--- src/rtl/mac_accumulate.sv ---
// mac_accumulate: registers operands for an external 16x16 multiplier and sums
// the products of each in_last-terminated group into a saturating accumulator.
module mac_accumulate #(
    parameter int ACC_W = 40
) (
    input  logic             clk,
    input  logic             rst_n,
    input  logic             in_valid,
    output logic             in_ready,
    input  logic             in_last,
    input  logic [15:0]      a,
    input  logic [15:0]      b,
    output logic [15:0]      mul_a,
    output logic [15:0]      mul_b,
    input  logic [15:0]      mul_lo,
    input  logic [15:0]      mul_hi,
    output logic [ACC_W-1:0] acc_out,
    output logic             sat,
    output logic             out_valid,
    input  logic             out_ready
);
    localparam logic [1:0] IDLE  = 2'd0;
    localparam logic [1:0] ACC   = 2'd1;
    localparam logic [1:0] FLUSH = 2'd2;
    localparam logic [1:0] DONE  = 2'd3;

    logic [1:0]       state_q, state_d;
    logic             in_ready_q, out_valid_q;
    logic [15:0]      mul_a_q, mul_b_q;
    logic             v1_q, l1_q, v2_q, l2_q;
    logic [31:0]      prod_q;
    logic [ACC_W-1:0] acc_q, acc_d;
    logic             sat_q, sat_d;
    logic [ACC_W:0]   sum;
    logic             accept, release_out, ovf;

    assign accept      = in_valid && in_ready_q;
    assign release_out = (state_q == DONE) && out_ready;
    assign sum         = {1'b0, acc_q} + {{(ACC_W - 31){1'b0}}, prod_q};
    assign ovf         = sum[ACC_W] || sat_q;

    always_comb begin
        state_d = accept ? (in_last ? FLUSH : ACC)
                : (state_q == FLUSH && v2_q && l2_q) ? DONE
                : release_out ? IDLE : state_q;
        acc_d   = release_out ? '0 : v2_q ? (ovf ? {ACC_W{1'b1}} : sum[ACC_W-1:0]) : acc_q;
        sat_d   = release_out ? 1'b0 : v2_q ? ovf : sat_q;
    end

    // in_ready and out_valid are registered copies of what the next state implies
    always_ff @(posedge clk or negedge rst_n) begin
        if (!rst_n) begin
            state_q     <= IDLE;
            in_ready_q  <= 1'b0;
            out_valid_q <= 1'b0;
            mul_a_q     <= '0;
            mul_b_q     <= '0;
            v1_q        <= 1'b0;
            l1_q        <= 1'b0;
            v2_q        <= 1'b0;
            l2_q        <= 1'b0;
            prod_q      <= '0;
            acc_q       <= '0;
            sat_q       <= 1'b0;
        end else begin
            state_q     <= state_d;
            in_ready_q  <= (state_d == IDLE) || (state_d == ACC);
            out_valid_q <= state_d == DONE;
            if (accept) begin
                mul_a_q <= a;
                mul_b_q <= b;
            end
            v1_q        <= accept;
            l1_q        <= accept && in_last;
            v2_q        <= v1_q;
            l2_q        <= l1_q;
            if (v1_q) prod_q <= {mul_hi, mul_lo};
            acc_q       <= acc_d;
            sat_q       <= sat_d;
        end
    end

    assign in_ready  = in_ready_q;
    assign out_valid = out_valid_q;
    assign mul_a     = mul_a_q;
    assign mul_b     = mul_b_q;
    assign acc_out   = acc_q;
    assign sat       = sat_q;
endmodule

--- config.mk ---
export PLATFORM = sky130hd
export DESIGN_NAME = mac_accumulate
export DESIGN_NICKNAME = d
export VERILOG_FILES = /design/src/rtl/mac_accumulate.sv
export SDC_FILE = /design/constraint.sdc
export NUM_CORES = 1
export LEC_CHECK = 0
export CAP_MARGIN = 20
export CORE_MARGIN = 2
export CORE_UTILIZATION = 46
export CTS_CLUSTER_DIAMETER = 120
export DETAILED_ROUTE_END_ITERATION = 6
export GPL_TIMING_DRIVEN = 0
export PLACE_DENSITY = 0.89
export REMOVE_ABC_BUFFERS = 1
export SYNTH_ARGS = -nofsm -noshare
export SYNTH_HDL_FRONTEND = slang
export SYNTH_SLANG_ARGS = --single-unit
--- constraint.sdc ---
create_clock -name clk -period 2.8 [get_ports clk]
set_input_delay 0.56 -clock clk [delete_from_list [all_inputs] [get_ports clk]]
set_output_delay 0.56 -clock clk [all_outputs]
set_load 0.05 [all_outputs]
## Yosys cells after proc, flatten, opt, wreduce, memory -nomap -nowiden

Cells that the tools add are included.

- $add $sub $neg: 1
- $mul: 0
- Div/mod/pow operators: 0
- Order comparisons: 0
- Equal/unequal tests: 4
- Shifts and indexed selects: 0
- Multiplexer cells: 9
- Bitwise gates (word level): 0
- Reductions and logical operators: 9

Operator list:

| kind | number |
|---|---|
| two-way mux 40 bit | 3 |
| adder 40 x 32 -> 41 bit | 1 |
| two-way mux 2 bit | 4 |
| == test 2 bit, second input constant | 3 |
| logical AND 1 bit | 5 |
| == test 2 x 1 -> 1 bit, second input constant | 1 |
| zero test 2 bit | 1 |
| logical OR 1 bit | 2 |
| two-way mux 1 bit | 2 |
| nonzero test 2 bit | 1 |

- Flip-flop bits (word level): 113
- Latch bits: 0
- RAM bits: 0
- Bits in read-only memories: 0
- Input bits: 69
- Output and inout bits: 75
- Memories kept: 0

## Depth between registers and ports, before layout

Gate-level depths: netlist (run 1).

- Word-level depth: 7
- Depth in mapped cells: 13
- Mapped depth without buffers: 11

## Least setup slack after synthesis (run 1)

Ideal clock, no wire load.

- Path kind: register to register
- From: register acc_q[0] (netlist: acc_out[0])
- To: register acc_q[33] (netlist: acc_out[33])
- Library setup time: 162 ps
- Data arrival time: 2960 ps
- Setup slack: -322 ps
- Stages on the path, launching flop included: 14
- Period minus slack after synthesis: 3122 ps
- Cells stage by stage: dfrtp_1 ha_1 fa_1 a21o_1 a221oi_1 o21ai_2 o21ai_1 a211o_1 a31o_1 buf_6 and2_4 buf_6 and3_4 a311oi_1

- Cells in the longest elaborated chain, start to end: 5

RTL lines:

| element | line | text |
|---|---|---|
| start: declaration | 32 | `logic [ACC_W-1:0] acc_q, acc_d;` |
| start signal: assignment | 63 | `acc_q <= '0;` |
| start signal: assignment | 78 | `acc_q <= acc_d;` |
| adder 40 x 32 -> 41 bit * | 39 | `assign sum = {1'b0, acc_q} + {{(ACC_W - 31){1'b0}}, prod_q};` |
| logical OR 1 bit | 40 | `assign ovf = sum[ACC_W] \|\| sat_q;` |
| two-way mux 40 bit * (3 in series) | 46 | `acc_d = release_out ? '0 : v2_q ? (ovf ? {ACC_W{1'b1}} : sum[ACC_W-1:0]) : acc_q;` |

Every way passes the cells marked *; elsewhere a longest branch is shown, timed or not. The select of a mux whose other input is x is not followed.
A chain may end at the register's enable or synchronous reset.

## Worst setup path after layout (run 1)

- From: register acc_q[4] (netlist: acc_out[4])
- To: register acc_q[31] (netlist: acc_out[31])

Same word-level chain as after synthesis.

==> qor.yml, run 1 <==
flow_run:
  maxCapViolations: 0
routing:
  route.detailed.wl_per_inst_microns: 18.3
  vias: 5235
  drc: 0
  drt-initial-drc-count: 297
  drt_wl_total_mm: 16.5
  via_per_inst: 5.81
  antenna_left: 0
  drt_pre_antenna_iters: 5
critical_path:
  critical-path-max-stage-delay_ns: 0.39
  critPathSlowestCell: "dfrtp_1"
  endpoint_kind: "flip-flop"
  crit_arrival_ns: 3.22
  critPathKind: "flip-flop to flip-flop"
  cp_max_fo: 5
  cp-start-kind: "flip-flop"
  crit_chain: "ha_1, a21o_1, a31o_2, o21ai_0, and3b_2, o21a_1, nand2_1, a31oi_1, mux2i_1, o211a_1"
  crit_required_ns: 3.15
die:
  die-area_sq_um: 14100
  core_sq_um: 12800
  initial_core_util_pct: 47.5
  fp.dieH_microns: 119
  ios: 144
  rows: 41
  die_x_microns: 119
synth:
  ys_seq_area_share_pct: 46.6
  yosys_warnings: 0
  synthTopCellsByArea: "dfrtp_1 47%, mux2_2 12%, ha_1 6.6%, a21oi_1 4.5%, o21ai_0 4.1%"
  synth-edff-count: 0
  syn-cell-area_sq_um: 6070
  synthFlopType: "dfrtp_1"
  synth_top_area_cell: "dfrtp_1"
  synth-seq-cells: 113
  syn_inst: 568
  async_reset_ff_share_pct: 100
  synth.top_cell.area_share_pct: 46.6
  synth.distinct_cells: 57
  avgSynthCellArea_sq_um: 10.7
layout:
  area_growth_pct: 41.4
  layout_common_cells: "142 x clkdlybuf4s50_1, 112 x dfrtp_1, 65 x mux2_2, 53 x a21oi_1, 47 x o21ai_0"
  multiInputGateArea_sq_um: 3250
  antenna_cells: 0
  nNetsFinal: 818
  drive_gt1_share_pct: 20.2
  layout_commonest_cell: "clkdlybuf4s50_1"
  register_area_sq_um: 2830
  final.fill_count: 898
grt:
  grt_pass1_vias: 5475
  grt_max_degree: 66
  track_usage_pct: 24.0
  antenna_found_initial: 0
  overflow: 0
  grt_pass1_wl_mm: 27.1
timing:
  fin_skew_ns: 0.0114
  tightest_slew_ns: 1.06
  setup_ws_ns: -0.0627
  fin_crit_sh_pct: 102
  slew_headroom_pct: 29.6
  rsz0062_at_grt: "yes"
  setup_viol: 5
  hold_violations: 0
  timing.final.crit_period_ns: 2.86
  fmax_mhz: 349
  finalMaxSlewViolations: 0
min_path:
  hp-class: "input pin to asynchronous set/reset pin"
clock_tree:
  clk_pin_slew_worst_paths_ns: 0.06
  cts_buffers: 17
  clk_latency_ns: 0.42
  cts_buffer_depth: 2
  tritoncts: "built"
  htreeDepth: 4
  root_buffer: "clkbuf_16"
  cts_sinks: 113
place:
  port_buffers: 143
  globalplace.congestion: 0.967
  hpwlAfterDp_mm: 11.3
  pre_cts_slack_ns: -0.964
status:
  status: "finished with violations"
  violations: "negative setup slack"
power_and_ir_drop:
  p_leak_nw: 3.63
  ir_drop_v: 0.000678
  power_mw: 11.3
  cellPowerDensity_nw_per_um2: 1320
per-layer routing:
metal / part of all wire (%) / up-vias / track usage [%]
met4: 1.3 / 0 / 6.77
met3: 9.6 / 23 / 9.96
li1: - / 2400 / -
met5: 0 / - / 0
met1: 39 / 2570 / 27.7
met2: 50 / 242 / 41.0
cells by family after synthesis:
logic type | Yosys count | synth area share (%)
AOI/OAI and AO/OA | 189 | 19.0
DFF | 113 | 46.6
and+or+nand+nor | 95 | 8.00
muxes | 67 | 12.4
buffers and inverters | 43 | 3.09
adders and majority gates | 33 | 6.93
xor gates and xnor gates | 28 | 4.04
where the power goes:
part / switching (mW) / internal [mW] / total (mW) / leakage [nW]
clock network: 0.754 / 1.44 / 2.19 / 0.290
logic: 3.93 / 2.61 / 6.55 / 2.00
registers: 0.456 / 2.13 / 2.59 / 1.34
worst paths after layout:
kind	from	to	slack, ns	depth (start not counted)
worst min-delay path	rst_n	prod_q[17]	0.18	1
worst max register to register	acc_out[4]	acc_out[31]	-0.06	10
min in group clk	l1_q	l2_q	0.36	0
max in group asynchronous	rst_n	mul_a[3]	1.87	2
worst min register to register	l1_q	l2_q	0.36	0
worst max-delay path	acc_out[4]	acc_out[31]	-0.06	10
Yosys cell counts, drive strengths merged (4+ instances only):
master	n
dfrtp	113
mux2	65
a21oi	55
o21ai	54
ha	32
nand2	28
a31oi	21
nor2	20
a21o	18
clkbuf	18
xor2	16
inv	13
and3	12
buf	12
xnor2	12
nand3	9
a211oi	8
and2	6
nand4	5
o21a	5
and4	4
o21bai	4
timing repair:
action,CTS,global route
pin swaps,8,3
hold buffers,0,0
gates resized for setup,26,16
buffers inserted,6,6
endpoints found under the setup margin,41,34
registers in the layout (all words and copies together) (netlist names), 2 cells and up:
signal / cells
mul_b: 16
acc_out: 40
mul_a: 16
prod_q: 32
state_q: 2
area by class of cell:
class	instances	area share, %
Timing Repair Buffer	159	19.2
Clock inverter	10	1.56
Inverter	13	0.569
Sequential cell	113	33.0
Multi-Input combinational cell	412	37.8
Tap cell	172	2.51
Clock buffer	22	5.41
critical path: cells and delay by family, from the launching register on:
family                     cells  cell delay (ns)
AOI/OAI and AO/OA              6             1.31
and+or+nand+nor                2             0.42
DFF                            1             0.39
adders and majority gates      1             0.38
muxes                          1             0.27
per-stage QoR:
step / cells / utilization, % / area [sq um] / setup TNS [ns] / hold slack [ns]
finish: 901 / 67.2 / 8580 / -0.126 / 0.185
global route: 901 / 67.2 / 8580 / -0.938 / 0.240
CTS: 895 / 66.2 / 8460 / 0 / 0.197
detailed placement: 857 / 60.2 / 7690 / -23.90 / 0.360
global placement: 853 / 59.3 / 7580 / -365.56 / 0.334
floorplan: 538 / - / 5930 / -9.78 / 0.264
No activity file was read; power rests on OpenSTA's default activity.
==> run 2: changes to the inputs <==
Settings changed: SETUP_SLACK_MARGIN set to 0.4.
==> run 2 against run 1 <==
Effect of this change:
- the run still ends with negative setup slack left
- wire length is 5.6% higher
- total power increased by 5.3%
- count of clock-buffer cells in the layout unchanged
- utilization up 2.9 points
- first-iteration DRC count rose by 34%
- largest cell class unchanged
- die area stayed put
- sequential share of layout area is 1.3 points lower
- worst hold slack worse by 0.0023 ns
- via count up 2.8%
- sequential power increased by 3%
- final area rose by 4.3%
- combinational power is 8.1% higher
==> qor.yml, run 2 (synthesis gave the netlist of run 1 again) <==
routing:
  vias: 5383  # +2.8%
  route.detailed.wl_per_inst_microns: 19.2  # +4.8%
  drt_wl_total_mm: 17.4  # +5.6%
  top_layer_used: "met4"
  drt_pre_antenna_iters: 5  # unchanged
  via_per_inst: 5.93  # +2.0%
  drt-initial-drc-count: 397  # +34%
  wl_met3_mm: 1.60  # +0.50%
  drc: 0  # unchanged
  antenna_left: 0  # unchanged
  wl_met2_mm: 8.81  # +6.7%
  wl_met1_mm: 6.61  # +2.9%
timing:
  hold_violations: 0  # unchanged
  fin_tns_setup_ns: -0.294  # -0.168 ns
  slew_headroom_pct: 29.5  # -0.15 points
  timing.final.crit_period_ns: 2.87  # +0.00674 ns
  fin_crit_sh_pct: 102  # +0.24 points
  setup_ws_ns: -0.0694  # -0.00674 ns
  finalMaxSlewViolations: 0  # unchanged
  fin_skew_ns: 0.00714  # -0.00427 ns
  tightest_slew_ns: 1.06  # +0.00218 ns
  hold_ws_ns: 0.182  # -0.00226 ns
  fmax_mhz: 349  # -0.23%
  setup_viol: 7  # +2
  rsz0062_at_grt: "yes"
die:
  core_sq_um: 12800  # unchanged
  rows: 41  # unchanged
  die_x_microns: 119  # unchanged
  fp.dieH_microns: 119  # unchanged
  die-area_sq_um: 14100  # unchanged
  ios: 144  # unchanged
  initial_core_util_pct: 47.5  # unchanged
place:
  pre_cts_slack_ns: -0.964  # unchanged
  hpwlAfterDp_mm: 11.3  # unchanged
  dp_cells: 857  # unchanged
  port_buffers: 143  # unchanged
  globalplace.congestion: 0.967  # unchanged
  place_area_sq_um: 7690  # unchanged
layout:
  final_cell_area_sq_um: 8950  # +4.3%
  final_util_pct: 70.1  # +2.9 points
  layout_commonest_cell: "clkdlybuf4s50_1"
  antenna_cells: 0  # unchanged
  largest_reg_flops: 40  # unchanged
  nNetsFinal: 825  # +0.86%
  multiInputGateArea_sq_um: 3500  # +7.7%
  area_growth_pct: 47.5
  register_area_sq_um: 2830  # about the same
  layout_common_cells: "141 x clkdlybuf4s50_1, 111 x dfrtp_1, 64 x mux2_2, 47 x o21ai_0, 40 x a21oi_1"
  drive_gt1_share_pct: 25.7  # +5.5 points
  final_cells: 908  # +0.78%
  final.fill_count: 856  # -4.7%
grt:
  overflow: 0  # unchanged
  track_usage_pct: 25.1  # +1.1 points
  grt_pass1_vias: 5615  # +2.6%
  grt_pass1_wl_mm: 28.2  # +4.2%
  antenna_found_initial: 0  # unchanged
  grt_max_degree: 66  # unchanged
critical_path:
  crit_arrival_ns: 3.17  # -0.05 ns
  cp_max_fo: 3  # -2
  cp-startpoint: "prod_q[0]"
  reg2reg_from: "prod_q[0]"
  r2r_cells: 11  # +1
  rr_endpoint: "acc_out[28]"
  regToRegSetupSlack_ns: -0.07  # about the same
  cp-start-kind: "flip-flop"
  critPathKind: "flip-flop to flip-flop"
  endpoint_kind: "flip-flop"
  crit_required_ns: 3.10  # -0.05 ns
clock_tree:
  root_buffer: "clkbuf_16"
  tritoncts: "built"
  cts_buffer_depth: 2  # unchanged
  cts_sinks: 113  # unchanged
  ctsHoldBuffers: 0  # unchanged
  cts_buffers: 17  # unchanged
  htreeDepth: 4  # unchanged
  clk_pin_slew_worst_paths_ns: 0.05  # about the same
  clk_latency_ns: 0.42  # about the same
power_and_ir_drop:
  switchingPower_mw: 5.44  # +5.8%
  clkPwrFrac_pct: 18.3  # -1.0 points
  switching_share_pct: 45.6  # +0.21 points
  p_leak_nw: 3.73  # +2.8%
  p_int_mw: 6.49  # +4.9%
  ir_drop_v: 0.000680  # +0.27%
  power_mw: 11.9  # +5.3%
  cellPowerDensity_nw_per_um2: 1330  # +0.92%
  pwr-share-comb_pct: 59.4  # +1.6 points
  seq_power_share_pct: 22.3  # -0.6 points
status:
  status: "finished with violations"
  violations: "negative setup slack"
flow_run:
  maxCapViolations: 0  # unchanged
min_path:
  hp-class: "input pin to asynchronous set/reset pin"
-- run 2: changes by cell type in the layout (fill, tap and decap cells not counted), moves of 11 or more --
cell and change:
a21oi_1 -13, a21oi_2 +11, ha_1 -11, ha_4 +11
-- run 2: what timing repair did --
action | CTS | global route
pin swaps | 14 | 21
gates resized for setup | 65 | 30
gates cloned | 0 | 2
setup buffers | 11 | 6
endpoints found under the setup margin | 41 | 42
-- run 2: final cells by class --
class / count / area share [%]
multi-input combinational: 412 / 39.1
sequential: 113 / 31.6
timing repair buffer: 166 / 19.7
clock buffer: 22 / 5.19
tap: 172 / 2.40
clock inverter: 10 / 1.50
inverter: 13 / 0.545
-- run 2: worst max path at each step --
stage	end	slack [ns]	cells after the start
finish	acc_out[28]	-0.07	11
global route	acc_out[28]	-0.16	11
CTS	acc_out[32]	0.04	12
detailed placement	acc_out[33]	-0.96	11
global placement	mul_a[4]	-3.05	1
floorplan	acc_out[33]	-0.56	11
-- run 2: metal layers --
layer	GRT usage [%]	vias to the layer above
met4	8.56	0
met5	0	-
met2	43.0	262
met3	10.2	40
met1	28.4	2663
li1	-	2418
-- run 2: power by group through the flow --
stage                     sequential [mW]  clock (mW)  combinational, mW
after floorplan                      3.79           0               3.02
after global placement               2.57           0               5.72
after detailed placement             2.59           0               5.96
after CTS                            2.62        2.23               6.61
after global routing                 2.72        2.32               7.52
final                                2.66        2.19               7.08
-- run 2: worst max-delay path, stage by stage, from the launching register on --
cell      delay, ns
dfrtp_1        0.39
ha_2           0.21
fa_2           0.34
a21o_1         0.18
a221oi_2       0.29
o21a_1         0.25
a211oi_2       0.10
o21bai_1       0.25
a31oi_2        0.18
a221oi_2       0.31
xor2_1         0.17
a21oi_1        0.08
==> run 3: changes to the inputs <==
Settings changed: RECOVER_POWER set to 25.
==> run 3 against run 2 <==
Effect of this change:
- the run still ends with negative setup slack left
- die area unchanged
- critical path depth unchanged
- cell count unchanged
- sequential power about the same
- final area down 0.25%
- largest power group unchanged
- highest routed layer unchanged
==> qor.yml, run 3 (synthesis gave the netlist of run 1 again) <==
grt:
  overflow: 0  # unchanged
  grt_max_degree: 66  # unchanged
  track_usage_pct: 25.1  # unchanged
  grt_pass1_wl_mm: 28.2  # unchanged
  grt_pass1_vias: 5615  # unchanged
  antenna_found_initial: 0  # unchanged
status:
  status: "finished with violations"
  violations: "negative setup slack"
power_and_ir_drop:
  clkPwrFrac_pct: 18.4  # about the same
  p_leak_nw: 3.72  # -0.23%
  switching_share_pct: 45.6  # about the same
  cellPowerDensity_nw_per_um2: 1340  # +0.24%
  ir_drop_v: 0.000679  # about the same
  switchingPower_mw: 5.44  # about the same
  seq_power_share_pct: 22.3  # about the same
  pwr-share-comb_pct: 59.4  # about the same
  p_int_mw: 6.48  # about the same
timing:
  slew_headroom_pct: 13.4  # -16 points
  fin_crit_sh_pct: 103  # +0.75 points
  hold_ws_ns: 0.361  # +0.178 ns
  fin_tns_setup_ns: -0.363  # -0.0692 ns
  fin_skew_ns: 0.00810  # +0.000957 ns
  rsz0062_at_grt: "yes"
  finalMaxSlewViolations: 0  # unchanged
  hold_violations: 0  # unchanged
  tightest_slew_ns: 1.30  # +0.241 ns
  setup_ws_ns: -0.0905  # -0.0211 ns
  timing.final.crit_period_ns: 2.89  # +0.0211 ns
  setup_viol: 8  # +1
  fmax_mhz: 346  # -0.73%
layout:
  register_area_sq_um: 2830  # unchanged
  nNetsFinal: 825  # unchanged
  largest_reg_flops: 40  # unchanged
  area_growth_pct: 47.1
  drive_gt1_share_pct: 25.7  # unchanged
  final_cell_area_sq_um: 8930  # -0.25%
  multiInputGateArea_sq_um: 3500  # unchanged
  final.fill_count: 859  # +0.35%
  final_util_pct: 69.9  # -0.18 points
  layout_common_cells: "140 x clkdlybuf4s50_1, 111 x dfrtp_1, 64 x mux2_2, 47 x o21ai_0, 40 x a21oi_1"
  antenna_cells: 0  # unchanged
  layout_commonest_cell: "clkdlybuf4s50_1"
die:
  die_x_microns: 119  # unchanged
  fp.dieH_microns: 119  # unchanged
  core_sq_um: 12800  # unchanged
  die-area_sq_um: 14100  # unchanged
  rows: 41  # unchanged
  initial_core_util_pct: 47.5  # unchanged
  ios: 144  # unchanged
critical_path:
  critPathKind: "flip-flop to flip-flop"
  cp_max_fo: 3  # unchanged
  cp-start-kind: "flip-flop"
  crit_arrival_ns: 3.19  # +0.02 ns
  rr_endpoint: "acc_out[28]"
  endpoint_kind: "flip-flop"
  r2r_cells: 11  # unchanged
  reg2reg_from: "prod_q[0]"
  crit_required_ns: 3.10  # about the same
  cp-startpoint: "prod_q[0]"
  worstSetupEndpoint: "acc_out[28]"
  regToRegSetupSlack_ns: -0.09  # -0.02 ns
place:
  globalplace.congestion: 0.967  # unchanged
  port_buffers: 143  # unchanged
  place_area_sq_um: 7690  # unchanged
  hpwlAfterDp_mm: 11.3  # unchanged
routing:
  route.detailed.wl_per_inst_microns: 19.2  # +0.13%
  drc: 0  # unchanged
  drt-initial-drc-count: 394  # -0.76%
  antenna_left: 0  # unchanged
  via_per_inst: 5.92  # -0.20%
  drt_pre_antenna_iters: 7  # +2
  drt_wl_total_mm: 17.4  # +0.13%
  vias: 5372  # -0.20%
clock_tree:
  clk_pin_slew_worst_paths_ns: 0.05  # about the same
  cts_sinks: 113  # unchanged
  tritoncts: "built"
  cts_buffers: 17  # unchanged
  cts_buffer_depth: 2  # unchanged
  root_buffer: "clkbuf_16"
  htreeDepth: 4  # unchanged
  ctsHoldBuffers: 0  # unchanged
  clk_latency_ns: 0.42  # about the same
flow_run:
  maxCapViolations: 0  # unchanged
min_path:
  hp-class: "flip-flop to flip-flop"
run 3: changes by cell type in the layout (fill, tap and decap cells not counted):
| cell | previous run | this run |
|---|---|---|
| dlygate4sd3_1 | 0 | 1 |
| buf_16 | 4 | 3 |
| clkdlybuf4s50_1 | 141 | 140 |
| buf_4 | 13 | 12 |
| clkbuf_4 | 0 | 1 |
| clkbuf_2 | 0 | 1 |
run 3: final cells by class:
cell class              instances  share of cell area [%]
clock buffers                  22                    5.20
clock inverters                10                    1.50
inverters                      13                   0.546
multi-input cells             412                    39.2
flip-flops and latches        113                    31.7
well taps                     172                    2.41
repair buffers                166                    19.5
run 3: timing repair:
action | 4_1_cts | 5_1_grt
setup endpoints to repair | 41 | 42
hold endpoints to repair | 0 | 0
setup buffers | 11 | 6
resized for setup | 65 | 30
pin swaps | 14 | 21
gates cloned | 0 | 2
run 3: critical path, stage by stage, from the launching register on:
cell and delay (ns):
dfrtp_1 0.39, ha_2 0.21, fa_2 0.34, a21o_1 0.18, a221oi_2 0.30, o21a_1 0.26
a211oi_2 0.10, o21bai_1 0.26, a31oi_2 0.19, a221oi_2 0.31, xor2_1 0.17, a21oi_1 0.08
run 3: through the flow:
step | std cells | total power, mW | setup WS (ns)
floorplan | 538 | 6.81 | -0.564
global placement | 853 | 8.29 | -3.05
detailed placement | 857 | 8.55 | -0.964
CTS | 900 | 11.5 | 0.0439
global route | 908 | 12.6 | -0.157
finish | 908 | 11.9 | -0.0905
run 3: worst min-delay path by stage:
stage          start          end  slack [ns]  depth (start not counted)
6_report        l1_q         l2_q        0.36                          0
2_1_floorplan  rst_n   acc_out[0]        0.26                          0
4_1_cts        rst_n  acc_out[20]        0.20                          1
3_5_place_dp    l1_q         l2_q        0.36                          0
5_1_grt         l1_q         l2_q        0.37                          0
3_3_place_gp    l1_q         l2_q        0.33                          0
run 3: power by group through the flow:
stage	logic (mW)	registers, mW	clock network (mW)
floorplan	3.02	3.79	0
global placement	5.72	2.57	0
detailed placement	5.96	2.59	0
CTS	6.61	2.62	2.23
global route	7.52	2.72	2.32
finish	7.08	2.66	2.19
run 3: routing by layer:
metal	track usage (%)	vias up	part of all wire, %
li1	-	2417	-
met1	28.4	2646	38
met2	43.0	274	51
met3	10.2	35	9.2
met4	8.56	0	1.9
met5	0	-	0
